==> config.mk <==
export PLATFORM = sky130hd
export DESIGN_NAME = hpdcache_flush_seq
export DESIGN_NICKNAME = d
export VERILOG_FILES = /design/src/rtl/hpdcache_flush_seq_pkg.sv /design/src/rtl/hpdcache_prio_1hot_encoder.sv /design/src/rtl/hpdcache_flush_seq.sv
export SDC_FILE = /design/constraint.sdc
export NUM_CORES = 1
export LEC_CHECK = 0
export CELL_PAD_IN_SITES_DETAIL_PLACEMENT = 1
export CELL_PAD_IN_SITES_GLOBAL_PLACEMENT = 2
export CORE_MARGIN = 5
export CORE_UTILIZATION = 29
export DETAILED_ROUTE_END_ITERATION = 6
export PLACE_DENSITY = 0.77
export SLEW_MARGIN = 40
export SYNTH_ARGS = -nofsm -noshare
export SYNTH_HDL_FRONTEND = slang
export SYNTH_SLANG_ARGS = --single-unit
==> constraint.sdc <==
create_clock -name clk_i -period 5.43 [get_ports clk_i]
set_clock_uncertainty 0.1 [all_clocks]
set_input_delay 1.086 -clock clk_i [delete_from_list [all_inputs] [get_ports clk_i]]
set_output_delay 1.086 -clock clk_i [all_outputs]
set_load 0.005 [all_outputs]
==> src/rtl/hpdcache_flush_seq_pkg.sv <==
// Shared types for the HPDcache whole-cache flush sequencer: FSM encoding,
// default cache geometry and the set/nline types derived from it.
package hpdcache_flush_seq_pkg;

  typedef enum logic [2:0] {
    FS_IDLE,
    FS_READ,
    FS_LATCH,
    FS_ISSUE,
    FS_DRAIN
  } hpdcache_flush_seq_fsm_e;

  // Index width that never collapses to zero bits for single-entry structures.
  function automatic int unsigned clog2_min1(input int unsigned n);
    return (n > 1) ? $clog2(n) : 1;
  endfunction

  localparam int unsigned HPDCACHE_SETS      = 64;
  localparam int unsigned HPDCACHE_WAYS      = 4;
  localparam int unsigned HPDCACHE_TAG_WIDTH = 20;
  localparam int unsigned HPDCACHE_SET_WIDTH = clog2_min1(HPDCACHE_SETS);

  typedef logic [HPDCACHE_SET_WIDTH-1:0]                    hpdcache_set_t;
  typedef logic [HPDCACHE_TAG_WIDTH+HPDCACHE_SET_WIDTH-1:0] hpdcache_nline_t;

endpackage

==> src/rtl/hpdcache_prio_1hot_encoder.sv <==
// Priority encoder: lowest-index set bit of val_i as a one-hot vector and a
// binary index. Both outputs are zero when val_i is zero.
module hpdcache_prio_1hot_encoder
  import hpdcache_flush_seq_pkg::*;
#(
  parameter  int unsigned N    = 4,
  localparam int unsigned IdxW = clog2_min1(N)
) (
  input  logic [N-1:0]    val_i,
  output logic [N-1:0]    onehot_o,
  output logic [IdxW-1:0] idx_o
);

  always_comb begin
    // NOTE: every output gets a default before the loop, so no path leaves a
    // value unassigned and no latch is inferred.
    onehot_o = '0;
    idx_o    = '0;
    for (int i = int'(N) - 1; i >= 0; i--) begin
      if (val_i[i]) begin
        onehot_o    = '0;
        onehot_o[i] = 1'b1;
        idx_o       = IdxW'(i);
      end
    end
  end

endmodule

==> src/rtl/hpdcache_flush_seq.sv <==
// HPDcache whole-cache flush sequencer: walks every directory set, hands each
// dirty line to the flush controller, then waits for it to drain.
// Optional line counter output enabled by HPDCACHE_FLUSH_SEQ_CNT_EN.
module hpdcache_flush_seq
  import hpdcache_flush_seq_pkg::*;
#(
  parameter  int unsigned Sets     = 64,
  parameter  int unsigned Ways     = 4,
  parameter  int unsigned TagWidth = 20,
  localparam int unsigned SetW     = clog2_min1(Sets),
  localparam int unsigned WayIdxW  = clog2_min1(Ways),
  localparam int unsigned NlineW   = TagWidth + SetW
) (
  input  logic                     clk_i,
  input  logic                     rst_i,
  input  logic                     flush_req_valid_i,
  output logic                     flush_req_ready_o,
  output logic                     flush_done_o,
  output logic                     busy_o,
  output logic                     dir_rd_o,
  output logic [SetW-1:0]          dir_rd_set_o,
  input  logic                     dir_rd_gnt_i,
  input  logic [Ways-1:0]          dir_dirty_i,
  input  logic [Ways*TagWidth-1:0] dir_tag_i,
  output logic                     dir_clr_o,
  output logic [SetW-1:0]          dir_clr_set_o,
  output logic [Ways-1:0]          dir_clr_way_o,
  output logic                     flush_alloc_o,
  input  logic                     flush_alloc_ready_i,
  output logic [NlineW-1:0]        flush_alloc_nline_o,
  output logic [Ways-1:0]          flush_alloc_way_o,
  input  logic                     flush_empty_i
`ifdef HPDCACHE_FLUSH_SEQ_CNT_EN
  ,
  output logic [15:0]              flush_cnt_o
`endif
);

  localparam logic [SetW-1:0] LastSet = SetW'(Sets - 1);

  hpdcache_flush_seq_fsm_e state_q, state_d;
  logic [SetW-1:0]     set_q, set_d;
  logic [Ways-1:0]     dirty_q, dirty_d;
  logic [TagWidth-1:0] tag_q [Ways];

  logic [Ways-1:0]    way_1hot;
  logic [WayIdxW-1:0] way_idx;
  logic               req_accept;
  logic               alloc_accept;

  hpdcache_prio_1hot_encoder #(.N(Ways)) u_way_sel (
    .val_i    (dirty_q),
    .onehot_o (way_1hot),
    .idx_o    (way_idx)
  );

  always_comb begin
    state_d             = state_q;
    set_d               = set_q;
    dirty_d             = dirty_q;
    flush_req_ready_o   = 1'b0;
    flush_done_o        = 1'b0;
    dir_rd_o            = 1'b0;
    dir_rd_set_o        = '0;
    dir_clr_o           = 1'b0;
    dir_clr_set_o       = '0;
    dir_clr_way_o       = '0;
    flush_alloc_o       = 1'b0;
    flush_alloc_nline_o = '0;
    flush_alloc_way_o   = '0;

    unique case (state_q)
      FS_IDLE: begin
        flush_req_ready_o = 1'b1;
        if (flush_req_valid_i) begin
          set_d   = '0;
          state_d = FS_READ;
        end
      end
      FS_READ: begin
        dir_rd_o     = 1'b1;
        dir_rd_set_o = set_q;
        if (dir_rd_gnt_i) state_d = FS_LATCH;
      end
      FS_LATCH: begin
        dirty_d = dir_dirty_i;
        state_d = FS_ISSUE;
      end
      FS_ISSUE: begin
        if (|dirty_q) begin
          flush_alloc_o       = 1'b1;
          flush_alloc_nline_o = {tag_q[way_idx], set_q};
          flush_alloc_way_o   = way_1hot;
          if (flush_alloc_ready_i) begin
            dir_clr_o     = 1'b1;
            dir_clr_set_o = set_q;
            dir_clr_way_o = way_1hot;
            dirty_d       = dirty_q & ~way_1hot;
          end
        end else if (set_q == LastSet) begin
          state_d = FS_DRAIN;
        end else begin
          set_d   = set_q + SetW'(1);
          state_d = FS_READ;
        end
      end
      FS_DRAIN: begin
        if (flush_empty_i) begin
          flush_done_o = 1'b1;
          state_d      = FS_IDLE;
        end
      end
      default: state_d = FS_IDLE;
    endcase
  end

  assign busy_o       = (state_q != FS_IDLE);
  assign req_accept   = flush_req_ready_o & flush_req_valid_i;
  assign alloc_accept = flush_alloc_o & flush_alloc_ready_i;

  // NOTE: sequential state is written with non-blocking assignments only, so
  // every register samples the pre-edge values of the others.
  always_ff @(posedge clk_i) begin
    if (rst_i) begin
      state_q <= FS_IDLE;
      set_q   <= '0;
      dirty_q <= '0;
    end else begin
      state_q <= state_d;
      set_q   <= set_d;
      dirty_q <= dirty_d;
    end
  end

  // NOTE: tags are only consumed under a non-zero dirty_q, so this data array
  // needs no reset.
  always_ff @(posedge clk_i) begin
    if (state_q == FS_LATCH) begin
      for (int w = 0; w < int'(Ways); w++) begin
        tag_q[w] <= dir_tag_i[w*TagWidth +: TagWidth];
      end
    end
  end

`ifdef HPDCACHE_FLUSH_SEQ_CNT_EN
  logic [15:0] cnt_q;

  always_ff @(posedge clk_i) begin
    if (rst_i || req_accept) begin
      cnt_q <= '0;
    end else if (alloc_accept && (cnt_q != 16'hFFFF)) begin
      cnt_q <= cnt_q + 16'd1;
    end
  end

  assign flush_cnt_o = cnt_q;
`else
  // Without the counter the accept strobes have no consumer.
  logic unused_strobes;
  assign unused_strobes = req_accept ^ alloc_accept;
`endif

endmodule
* Yosys cells after proc, flatten, opt, wreduce, memory -nomap -nowiden
Memories as Yosys holds them, arrays and structs flattened. Cells that the tools add are included.
Storage, ports and cells: latch bits 0, bits in registers 13, output and inout port bits 52, logic and storage cells 70, bits in read-only memories 0, memories 1, bits in writable memories 80
Operators by class: shift operators 0, div/mod/pow operators 0, mux-type cells 43, add/sub/neg operators 1, eq/ne operators 12, reduce and logical (&&, ||, !) cells 8, bitwise gates (word level) 2, $lt $le $gt $ge 0, $mul 0
Memory list:
- tag_q | depth 4, bits a word 20, read ports 1, clocked after memory_dff 0, wr ports 4, line hpdcache_flush_seq.sv:44 | logic [TagWidth-1:0] tag_q [Ways];
Operator list (count):
- $mux 26 | 2
- $mux 4 | 11
- $mux 6 | 7
- $mux 3 | 5
- $pmux 3 s5 | 1
- $ne 2x2->1 const B | 7
- $pmux 6 s2 | 1
- $mux 1 | 11
- $mux 2 | 4
- $pmux 4 s2 | 1
- $reduce_and 4->1 | 2
- $add 6x1->6 const B | 1
- $eq 3x2->1 const B | 2
- $eq 6x6->1 const B | 1
- $and 4x4->4 | 1
- $not 4->4 | 1
- $reduce_bool 2->1 | 2
- $reduce_or 4->1 | 1
- $eq 3x1->1 const B | 1
- $eq 3x3->1 const B | 1
- $logic_not 3->1 | 1
- $reduce_and 3->1 | 1
- $reduce_bool 3->1 | 1

* Logic depth before layout (Yosys ltp)
depth in word-level cells 9, mapped depth 6

* Modules after synthesis
Synthesis repeated with hierarchy kept, for this count alone.
Unflattened totals: cells, all modules 258, area total of the unflattened synthesis 4015.1 um^2
By module, submodules not included:
- hpdcache_flush_seq | area each 3955.0 um^2, times used 1, seq. area each 2662.6 um^2, cells an instance 249
- hpdcache_prio_1hot_encoder | area each 60.1 um^2, times used 1, seq. area each 0.0 um^2, cells an instance 9

* Least setup slack after synthesis
OpenSTA, ideal clock, no wires.
kind register to register, start point register state_q[2], end point memory tag_q[0][0] (enable), arrival time 4.066 ns, path slack 0.739 ns, path buffers 1, setup time 0.525 ns, cell stages (with the launch flop) 4, required time 4.805 ns, cells stage by stage dfxtp_1 -> buf_2 -> nand2b_1 -> nor2_1
RTL lines:
- start: declaration | line hpdcache_flush_seq.sv:41 | hpdcache_flush_seq_fsm_e state_q, state_d;
- start signal: assignment | line hpdcache_flush_seq.sv:129 | state_q <= state_d;
- end: declaration | line hpdcache_flush_seq.sv:44

* Worst setup path after layout
start point register state_q[0], end point output flush_alloc_nline_o[18]
On the way: longest elaborated chain between the ends 2
Ends and longest elaborated chain:
- $eq 3x2->1 | line hpdcache_flush_seq.sv:72 | unique case (state_q)
- $mux 26 | line hpdcache_flush_seq.sv:72
- end: declaration | line hpdcache_flush_seq.sv:30 | output logic [NlineW-1:0] flush_alloc_nline_o,
No other way between the ends.

==> metrics.md <==
| Metric | Value |
|---|---|
| Fraction of layout cells with a size suffix above 1 | `9.773%` |
| Seq pwr share | `51.0%` |
| Synth Net Count | `388` |
| Period minus WS final | `3831 ps` |
| Power Internal | `1.260 mW` |
| Initial DRT Pass Iterations | `4` |
| Setup_tns | `0 ps` |
| Post-synth EDFFs | `80` |
| Die W | `between 100 and 150 um` |
| Clk_lat worst skew | `330 ps` |
| Met2 Use GR | `23.47%` |
| CP Buf/Inv Count | `1` |
| Share of flip-flops with an asynchronous set or reset | `0%` |
| Post-CTS Setup Bufs | `0` |
| Final wirelength | `about 11000 um` |
| Crit. path cell count | `5` |
| Die Y | `127.7 um` |
| Final period util | `70.55%` |
| CP Max Fanout | `22` |
| Max Cap Viol | `0` |
| Initial antenna violation count | `0` |
| Worst Tran Pin Value | `619.6 ps` |
| Critical path type | `reg -> out` |
| Slowest-stage cell, CP | `dfxtp_1` |
| Commonest non-fill, non-tap cell in the layout | `clkdlybuf4s50_1` |
| Area growth syn-to-layout | `48.08%` |
| Yosys Warn Count | `0` |
| Library cells used by synthesis | `39` |
| First-pass GRT wire length | `around 17000 um` |
| Slew Viols, Final | `0` |
| CP arrival | `2640 ps` |
| Area post-placement | `5662 sq um` |
| Vias/cell | `4.629` |
| DRT iter0 DRCs | `136` |
| Power share of the clock group | `between 30 and 40%` |
| Met3 usage | `3.750%` |
| PostCTS Resize Cnt | `0` |
| Worst Hold Class | `reg -> reg` |
| RSZ-0062 raised after global routing | `false` |
| Detail Placement HPWL | `8147 um` |
| Post-synth top flop | `edfxtp_1` |
| Most frequent cells in the layout | `clkdlybuf4s50_1, edfxtp_1, a21oi_1, mux2i_1, mux2_2` |
| Cell area power density | `~270 nW/um^2` |
| # diodes | `0` |
| Switching share of total power | `21.44%` |
| FILL cells | `1458` |
| Psw | `approximately 0.34 mW` |
| Final Hold Fails | `0` |
| FF+latch count, synth | `93` |
| WP data required | `4240 ps` |
| Inst Count DP | `approximately 600` |
| CP Cell Sequence | `nand3b_1 -> nor2_4 -> o21ai_0 -> a21oi_1 -> clkdlybuf4s50_1` |
| Largest net degree at the start of global routing | `49` |
| Grt ovf | `0` |
| CTS buffer count | `9` |
| Clock Path Buffers | `2` |
| CP startpoint kind | `register` |
| Reg2reg path depth | `5` |
| F_max | `between 200 and 300 MHz` |
| Status | `finished clean` |
| Syn Std Cell Area | `around 4000 sq um` |
| Post-synthesis area per instance | `13.52 sq um` |
| GR Util met1 | `16.49%` |
| Combinational share of power | `about 11%` |
| Register area share after synthesis | `66.31%` |
| Setup crit end kind | `output pin` |
| Top Family by Delay on Critical Path | `simple AND/OR/NAND/NOR gates` |
| Gr busiest metal | `met2` |
| I/O pin cnt | `142` |
| Total number of vias | `2870` |
| Clk root buf | `clkbuf_16` |
| Final Non-Filler Cells | `620` |
| Global Route Usage Sum | `13.69%` |
| CTS tree | `built` |
| Max-Slew Margin vs Limit | `about three fifths` |
| Worst hold stages | `1` |
| Htree depth | `3` |
| Clock transition at path regs | `60 ps` |
| Final setup fails | `0` |
| Final #Nets | `526` |
| Gp weighted congestion | `0.7745` |
| Peak supply drop | `160.0 uV` |
| LEAKAGE | `~2.1 nW` |
| Die area | `16300 sq um` |
| Initial Util | `29.27%` |
| PortBufs | `around 140` |
| Design area | `approximately 6000 sq um` |
| Worst path max stage delay | `590 ps` |
| Number of antenna-violating nets in the routed design | `0` |
| Vias in the first global route | `3189` |
| DRC | `0` |
| Sink Count | `93` |
| WL/cell | `17.91 um` |
| Mapped Cells | `297` |
| Core ar. | `13720 sq um` |
| Row count | `43` |
| Post-CTS Hold Fix Bufs | `0` |
==> cells by family after synthesis <==
logic type / Yosys count / synth area share (%)
DFF: 93 / 66.31
muxes: 41 / 10.84
adders and majority gates: 1 / 0.3116
AOI/OAI and AO/OA: 70 / 10.07
and+or+nand+nor: 69 / 9.941
buffers and inverters: 23 / 2.524
==> flip-flops by register name, indices dropped and copies added (netlist names) <==
register	flops
state_q	3
set_q	6
dirty_q	4
tag_q	80
==> routing by layer <==
metal | wire, um | part of all wire (%)
met4 | 258 | 2.3
met1 | 4663 | 42
met5 | 0 | 0
met2 | 5553 | 50
met3 | 629 | 5.7
==> synthesized netlist by cell type (3+ instances only) <==
| cell type | instances | area (sq um) |
|---|---|---|
| edfxtp_1 | 80 | 2402 |
| buf_2 | 11 | 55.05 |
| inv_1 | 5 | 18.77 |
| and3_1 | 10 | 62.56 |
| mux2_2 | 19 | 214.0 |
| mux2i_1 | 21 | 210.2 |
| nor3_1 | 4 | 20.02 |
| dfxtp_1 | 13 | 260.3 |
| nand3_1 | 4 | 20.02 |
| nor2_1 | 12 | 45.04 |
| nand2_1 | 11 | 41.29 |
| a41oi_1 | 3 | 26.28 |
| o21ai_1 | 11 | 55.05 |
| a31oi_1 | 3 | 18.77 |
| clkbuf_1 | 6 | 22.52 |
| a21oi_1 | 26 | 130.1 |
| o21ai_0 | 16 | 80.08 |
| and2_1 | 15 | 93.84 |
==> per-stage QoR <==
stage	hold slack (ps)	util (%)	total power, mW	worst slack, ps
3_3_place_gp	402.0	40.88	1.002	1611
3_5_place_dp	419.2	41.27	1.013	1599
4_1_cts	441.9	43.34	1.629	1509
5_1_grt	472.6	43.34	1.670	1305
6_report	435.1	43.34	1.604	1599
2_1_floorplan	355.1	-	0.9092	739.5
==> worst paths after layout <==
kind | start | to | slack [ps]
max | state_q[0] | flush_alloc_nline_o[18] | 1600
min | set_q[5] | set_q[5] | 440
max reg2reg | state_q[1] | dirty_q[0] | 3150
min reg2reg | set_q[5] | set_q[5] | 440
==> power by group through the flow <==
stage	combinational, mW	clock, mW	sequential, mW
final	0.176	0.609	0.818
after global routing	0.192	0.657	0.821
after CTS	0.180	0.630	0.819
after detailed placement	0.178	0	0.834
after global placement	0.169	0	0.833
after floorplan	0.0780	0	0.831
==> layout make-up <==
class / count / area [sq um] / share of cell area (%)
clock buffer: 11 / 232.7 / 3.914
clock inverter: 5 / 51.30 / 0.8628
inverter: 5 / 18.77 / 0.3157
multi-input combinational: 181 / 1291 / 21.72
sequential: 93 / 2663 / 44.78
tap: 180 / 225.2 / 3.788
timing repair buffer: 145 / 1464 / 24.62
Power figures use the tool's default switching activity.
